**src/rtl/vga_timing_gen.sv**
```systemverilog
// Raster timing generator: pixel/line counters with blank, hsync, vsync and a
// frame-wrap pulse, advancing one pixel per clk in which pix_en is high.
module vga_timing_gen #(
  parameter int H_VISIBLE = 640,
  parameter int H_FP      = 16,
  parameter int H_SYNC    = 96,
  parameter int H_BP      = 48,
  parameter int V_VISIBLE = 480,
  parameter int V_FP      = 10,
  parameter int V_SYNC    = 2,
  parameter int V_BP      = 33,
  parameter bit SYNC_POL  = 1'b0
) (
  input  logic        clk,
  input  logic        rst_n,
  input  logic        pix_en,
  output logic [10:0] hc,
  output logic [10:0] vc,
  output logic        blank,
  output logic        hs,
  output logic        vs,
  output logic        frame_start
);

  localparam int H_TOTAL = H_VISIBLE + H_FP + H_SYNC + H_BP;
  localparam int V_TOTAL = V_VISIBLE + V_FP + V_SYNC + V_BP;

  localparam logic [10:0] H_LAST   = 11'(H_TOTAL - 1);
  localparam logic [10:0] V_LAST   = 11'(V_TOTAL - 1);
  localparam logic [10:0] H_VIS    = 11'(H_VISIBLE);
  localparam logic [10:0] V_VIS    = 11'(V_VISIBLE);
  localparam logic [10:0] HS_START = 11'(H_VISIBLE + H_FP);
  localparam logic [10:0] HS_END   = 11'(H_VISIBLE + H_FP + H_SYNC);
  localparam logic [10:0] VS_START = 11'(V_VISIBLE + V_FP);
  localparam logic [10:0] VS_END   = 11'(V_VISIBLE + V_FP + V_SYNC);

  logic        h_wrap;
  logic        v_wrap;
  logic [10:0] hc_nxt;
  logic [10:0] vc_nxt;

  // Sync level for a counter position: asserted level inside [lo, hi).
  function automatic logic sync_level(input logic [10:0] c,
                                      input logic [10:0] lo,
                                      input logic [10:0] hi);
    return (c >= lo && c < hi) ? SYNC_POL : ~SYNC_POL;
  endfunction

  always_comb begin
    h_wrap = (hc == H_LAST);
    v_wrap = (vc == V_LAST);
    hc_nxt = h_wrap ? 11'd0 : hc + 11'd1;
    vc_nxt = vc;
    if (h_wrap) begin
      vc_nxt = v_wrap ? 11'd0 : vc + 11'd1;
    end
  end

  // Decodes are taken from the next-state counters so they stay aligned with hc/vc.
  always_ff @(posedge clk or negedge rst_n) begin
    if (!rst_n) begin
      hc          <= 11'd0;
      vc          <= 11'd0;
      blank       <= 1'b0;
      hs          <= ~SYNC_POL;
      vs          <= ~SYNC_POL;
      frame_start <= 1'b0;
    end else begin
      frame_start <= 1'b0;
      if (pix_en) begin
        hc          <= hc_nxt;
        vc          <= vc_nxt;
        blank       <= (hc_nxt >= H_VIS) | (vc_nxt >= V_VIS);
        hs          <= sync_level(hc_nxt, HS_START, HS_END);
        vs          <= sync_level(vc_nxt, VS_START, VS_END);
        frame_start <= h_wrap & v_wrap;
      end
    end
  end

endmodule
```
**config.mk**
```make
export PLATFORM = sky130hd
export DESIGN_NAME = vga_timing_gen
export DESIGN_NICKNAME = d
export VERILOG_FILES = /design/src/rtl/vga_timing_gen.sv
export SDC_FILE = /design/constraint.sdc
export NUM_CORES = 1
export LEC_CHECK = 0
export CORE_MARGIN = 8
export CORE_UTILIZATION = 53
export CTS_BUF_LIST = sky130_fd_sc_hd__clkbuf_16
export CTS_CLUSTER_SIZE = 25
export DETAILED_ROUTE_END_ITERATION = 8
export PLACE_DENSITY = 0.88
export SYNTH_ARGS = -nofsm -noshare
export SYNTH_HDL_FRONTEND = slang
export SYNTH_SLANG_ARGS = --single-unit
```
**constraint.sdc**
```tcl
create_clock -name clk -period 2.5 [get_ports clk]
set_input_delay 0.75 -clock clk [delete_from_list [all_inputs] [get_ports clk]]
set_output_delay 0.75 -clock clk [all_outputs]
set_load 0.01 [all_outputs]
```
==> results.toml, run 1 <==
[clock_network]
clkSinkCount = 26
cts_root_buffer = "clkbuf_16"
cts_max_level = 1
cts_tree = "yes"
numCtsBuffers = 3
cts_buffer_depth = 2
cts_setup_buffers = 0
path_clk_slew_ns = 0.07
clk-insertion-delay-late_ns = 0.26

[drt]
wl_per_cell_um = 18.7
drc = 0
antenna_left = 0
drt_first_pass_iters = 6
wl_mm = 5.04
drtIter0Drc = 257
num_vias = 1833
via_per_inst = 6.79

[final_layout]
stdcell_area_um2 = 2270
finalNetCount = 231
layout-drive-gt1-share = 0.107
final_core_util = 0.685
finalNonFillerCells = 270
n_fill_cell = 260
num_antenna_cells = 0
syn_to_final_growth_pct = 24.3
regArea_um2 = 653
multi_input_area_um2 = 1070

[worst_setup_path]
critPathLaunchType = "register"
end_kind = "primary output"
crit_family = "buffers and inverters"
reg2reg_depth = 7
path_max_fanout = 15
r2r-end = "blank"
cp_cell_sequence = "clkdlybuf4s50_1"
max_stage_delay_ns = 0.63
cp.required_ns = 1.75
crit_buf_inv = 1
slowest_stage = "clkdlybuf4s50_1"
path_class = "reg -> out"
critPathArrivalTime_ns = 1.51
worstSetupStartpoint = "hc[5]"
reg2reg_from = "vc[1]"
r2r_slack_ns = 0.27
path_depth = 1
crit_end = "hc[5]"

[die]
row_count = 21
core_um2 = 3310
die_h_um = 74.7
initial_core_util = 0.551
die_area_um2 = 5580
fp.dieW_um = 74.7
ioPinCount = 29

[synthesis]
synth_edf_count = 0
async_flop_share = 1.00
mappedNetlistArea_um2 = 1830
synth_fp_nets = 207
ys_warn_count = 0
yosysUniqueCellTypes = 54
synth_seq_cells = 26
synth-seq-area-share = 0.358
ys.flop_type = "dfrtp_1"
syn_avg_cell_area_um2 = 9.08
syn_inst = 201

[timing]
finalCritPeriodShare = 0.903
finalHoldViolations = 0
setup_viol = 0
worst_slew_pin_slew_ns = 0.529
rsz0062_at_grt = "no"
slew_viol_final = 0
setup_tns_ns = 0
relSlewSlack = 0.646
period_needed_ns = 2.26
setup_ws_ns = 0.241
holdWs_ns = 0.503
timing.fmax_mhz = 443
worst_clock_skew_ns = 0.00347

[grt]
grt_max_degree = 27
grt_pass1_wl_mm = 8.01
grt-ovfl-total = 0
antenna_found_initial = 0
track_usage = 0.187
grt_pass1_vias = 1600

[place]
dpl.hpwl_mm = 3.34
io_buffers = 28
place_area_um2 = 2150
place_inst = 266
place_congestion = 0.920
post-place-ws_ns = 0.270

[min_path]
hold_class = "reg -> reg"

[power_and_ir_drop]
p_comb_frac = 0.240
p_sw_uw = 428
power.leakage_nw = 0.847
sequentialPowerShare = 0.421
worst_ir_drop_vdd_uv = 452
internal_power_uw = 951
power_density_nw_per_um2 = 608
total_power_mw = 1.38
p_clk_frac = 0.339
swShare = 0.310

[run]
cap_violations = 0

[status]
outcome = "complete, no violations"
registers in the layout, indices dropped and copies added (netlist names):
| signal | cells |
|---|---|
| frame_start | 1 |
| vs | 1 |
| vc | 11 |
| blank | 1 |
| hc | 11 |
| hs | 1 |
logic make-up (layout without fill, tap and decap cells):
group,count (synthesis),in the layout,share of synthesized area
xor gates and xnor gates,15,15,0.0720
and+or+nand+nor,76,76,0.277
adders and majority gates,3,3,0.0206
AOI/OAI and AO/OA,53,53,0.205
DFF,26,26,0.358
muxes,1,1,0.00548
buffers and inverters,27,50,0.0624
final cells by class:
type	instances	share of cell area
Tap cell	46	0.0254
Timing Repair Buffer	37	0.153
Sequential cell	26	0.288
Clock inverter	1	0.0132
Multi-Input combinational cell	148	0.472
Inverter	9	0.0149
Clock buffer	3	0.0331
power groups by stage:
stage,Sequential (mW),Clock (mW),Combinational (mW)
floorplan,0.528,0,0.243
global placement,0.584,0,0.321
detailed placement,0.586,0,0.324
CTS,0.578,0.470,0.329
global route,0.591,0.490,0.362
finish,0.580,0.468,0.331
worst min path at each step:
stage	start	end	slack, ns	cells past startpoint
floorplan	rst_n	blank	0.45	0
global placement	vs	vs	0.48	2
detailed placement	vs	vs	0.49	2
CTS	vs	vs	0.50	2
global route	vs	vs	0.51	2
finish	vs	vs	0.50	2
timing repair:
| action | in CTS | in global routing |
|---|---|---|
| endpoints found under the setup margin | 0 | 2 |
| gates resized for setup | 0 | 2 |
| hold buffers | 0 | 0 |
cells in the final DEF, fill, tap and decap left out, types with 3 or more instances in the layout:
cell / netlist / layout
a31oi_1: 4 / 4
a21oi_1: 4 / 4
buf_4: 0 / 9
nand2_1: 13 / 13
xnor2_1: 14 / 14
nor3_1: 3 / 3
and3_1: 5 / 5
clkdlybuf4s50_1: 0 / 28
a211oi_1: 3 / 3
nand4_1: 13 / 13
and4_1: 4 / 4
clkbuf_16: 0 / 3
dfrtp_1: 24 / 24
inv_1: 8 / 8
nand3_1: 9 / 9
ha_1: 3 / 3
o31ai_1: 5 / 5
nor4_1: 3 / 3
o21ai_0: 15 / 15
nor2_1: 9 / 9
cells in the mapped netlist, types with 3 or more instances:
master    count  share of area
nand4_1      13          0.045
clkbuf_1      8          0.016
a21oi_1       4          0.011
nor2_1        9          0.019
o21ai_0      15          0.041
nor4_1        3          0.010
and4_1        4          0.019
a211oi_1      3          0.012
and3_1        5          0.017
nand3_1       9          0.025
a31oi_1       4          0.014
inv_1         8          0.016
nor3_1        3         0.0082
xnor2_1      14          0.067
ha_1          3          0.021
buf_2        10          0.027
o31ai_1       5          0.021
dfrtp_1      24           0.33
nand2_1      13          0.027
layer usage:
metal	wire length, um	part of all wire	global-route usage	vias to the layer above
li1	-	-	-	822
met2	2390	0.48	0.299	115
met4	133	0.026	0.0870	0
met5	0	0	0	-
met1	2140	0.42	0.243	877
met3	373	0.074	0.0226	19
(Power assumes the default switching activity.)
==> run 2: changes to the inputs <==
--- a/config.mk
+++ b/config.mk
@@ -6,11 +6,11 @@
 export NUM_CORES = 1
 export LEC_CHECK = 0
 export CORE_MARGIN = 8
-export CORE_UTILIZATION = 53
+export CORE_UTILIZATION = 55
 export CTS_BUF_LIST = sky130_fd_sc_hd__clkbuf_16
 export CTS_CLUSTER_SIZE = 25
 export DETAILED_ROUTE_END_ITERATION = 8
-export PLACE_DENSITY = 0.88
+export PLACE_DENSITY = 0.91
 export SYNTH_ARGS = -nofsm -noshare
 export SYNTH_HDL_FRONTEND = slang
 export SYNTH_SLANG_ARGS = --single-unit
==> constraint.sdc (replaced) <==
create_clock -name clk -period 2.75 [get_ports clk]
set_input_delay 0.825 -clock clk [delete_from_list [all_inputs] [get_ports clk]]
set_output_delay 0.825 -clock clk [all_outputs]
set_load 0.01 [all_outputs]
==> run 2 against run 1 <==
Core utilization fell by 0.20 points. Global-route usage fell by 0.69 points. Clock power fell by 9.0%. Non-clock buffer count fell by 4. Largest cell class unchanged.
==> results.toml, run 2 (synthesis results as in run 1) <==
[worst_setup_path]
end_kind = "register"
path_class = "reg -> reg"
max_stage_delay_ns = 0.49
critPathArrivalTime_ns = 2.56
r2r_slack_ns = 0.38
cp.required_ns = 2.93
slowest_stage = "and4_1"
path_max_fanout = 12
critPathLaunchType = "register"
cp_cell_sequence = "ha_1, and4_1, and3_1, nand2_1, a221oi_1, a31oi_1"

[final_layout]
reg_top3 = "hc: 11 flops, vc: 11 flops"
layout-drive-gt1-share = 0.0818
final_core_util = 0.683
mostFrequentLayoutCells = "clkdlybuf4s50_1 (28), dfrtp_1 (24), o21ai_0 (15)"
mostFrequentLayoutCell = "clkdlybuf4s50_1"
finalNetCount = 227
num_antenna_cells = 0
stdcell_area_um2 = 2230
syn_to_final_growth_pct = 21.9

[die]
initial_core_util = 0.560
core_um2 = 3260
ioPinCount = 29
die_area_um2 = 5420
fp.dieW_um = 73.6
die_h_um = 73.6
row_count = 21

[place]
dpl.hpwl_mm = 3.21
place_area_um2 = 2120
place_congestion = 0.911
io_buffers = 28

[clock_network]
clkSinkCount = 26
cts_buffer_depth = 2
clk-insertion-delay-late_ns = 0.27
cts_max_level = 1
cts_resized = 0
cts_tree = "yes"
cts_root_buffer = "clkbuf_16"
cts_setup_buffers = 0
numCtsBuffers = 3
path_clk_slew_ns = 0.07
cts-hold-fix-buffers = 0

[timing]
setup_viol = 0
finalCritPeriodShare = 0.864
timing.fmax_mhz = 421
slew_viol_final = 0
worst_clock_skew_ns = 0.00282
finalHoldViolations = 0
worst_slew_pin_slew_ns = 0.593
period_needed_ns = 2.37
relSlewSlack = 0.601
rsz0062_at_grt = "no"
setup_tns_ns = 0
holdWs_ns = 0.501

[drt]
wl_per_cell_um = 17.9
antenna_left = 0
wl_mm = 4.76
drt_first_pass_iters = 5
num_vias = 1778
drc = 0
via_per_inst = 6.68
drtIter0Drc = 266

[grt]
grt_pass1_vias = 1582
grt_max_degree = 27
antenna_found_initial = 0
track_usage = 0.180
grt_pass1_wl_mm = 7.65
grt-ovfl-total = 0

[power_and_ir_drop]
power_density_nw_per_um2 = 562
power.leakage_nw = 0.824
worst_ir_drop_vdd_uv = 403

[run]
cap_violations = 0

[status]
outcome = "complete, no violations"

[min_path]
hold_class = "reg -> reg"
-- run 2: per-layer routing --
layer	vias to the layer above	GRT usage	share of wire
met4	0	0.0887	0.019
li1	807	-	-
met1	815	0.225	0.41
met3	16	0.0286	0.11
met2	140	0.290	0.47
met5	-	0	0
-- run 2: worst paths after layout --
check	start	endpoint	cells past startpoint
worst max-delay path	hc[0]	vs	6
worst min-delay path	vs	vs	2
worst max register to register	hc[0]	vs	6
worst min register to register	vs	vs	2
max in group asynchronous	rst_n	hs	2
min in group asynchronous	rst_n	hc[3]	2
-- run 2: critical path: cells and delay by family, from the launching register on --
kind | cells | cell delay (ns)
adders and majority gates | 1 | 0.32
DFF | 1 | 0.42
AOI/OAI and AO/OA | 2 | 0.49
and+or+nand+nor | 3 | 1.07
-- run 2: stage by stage --
stage               std cells  worst slack [ns]  power [mW]
finish                    266             0.375        1.25
floorplan                 201             0.705       0.701
CTS                       266             0.423        1.25
global placement          262             0.393       0.814
detailed placement        262             0.418       0.821
global route              266             0.221        1.30
-- run 2: layout make-up --
cell class / instances / area, um^2
clock buffers: 3 / 75.1
clock inverters: 1 / 30.0
inverters: 9 / 33.8
multi-input cells: 148 / 1060
well taps: 46 / 57.6
flip-flops and latches: 26 / 653
fillers: 258 / 1030
repair buffers: 33 / 318
-- run 2: where the power goes --
group / internal [mW] / switching, mW
Clock: 0.290 / 0.137
Sequential: 0.422 / 0.111
Combinational: 0.146 / 0.145
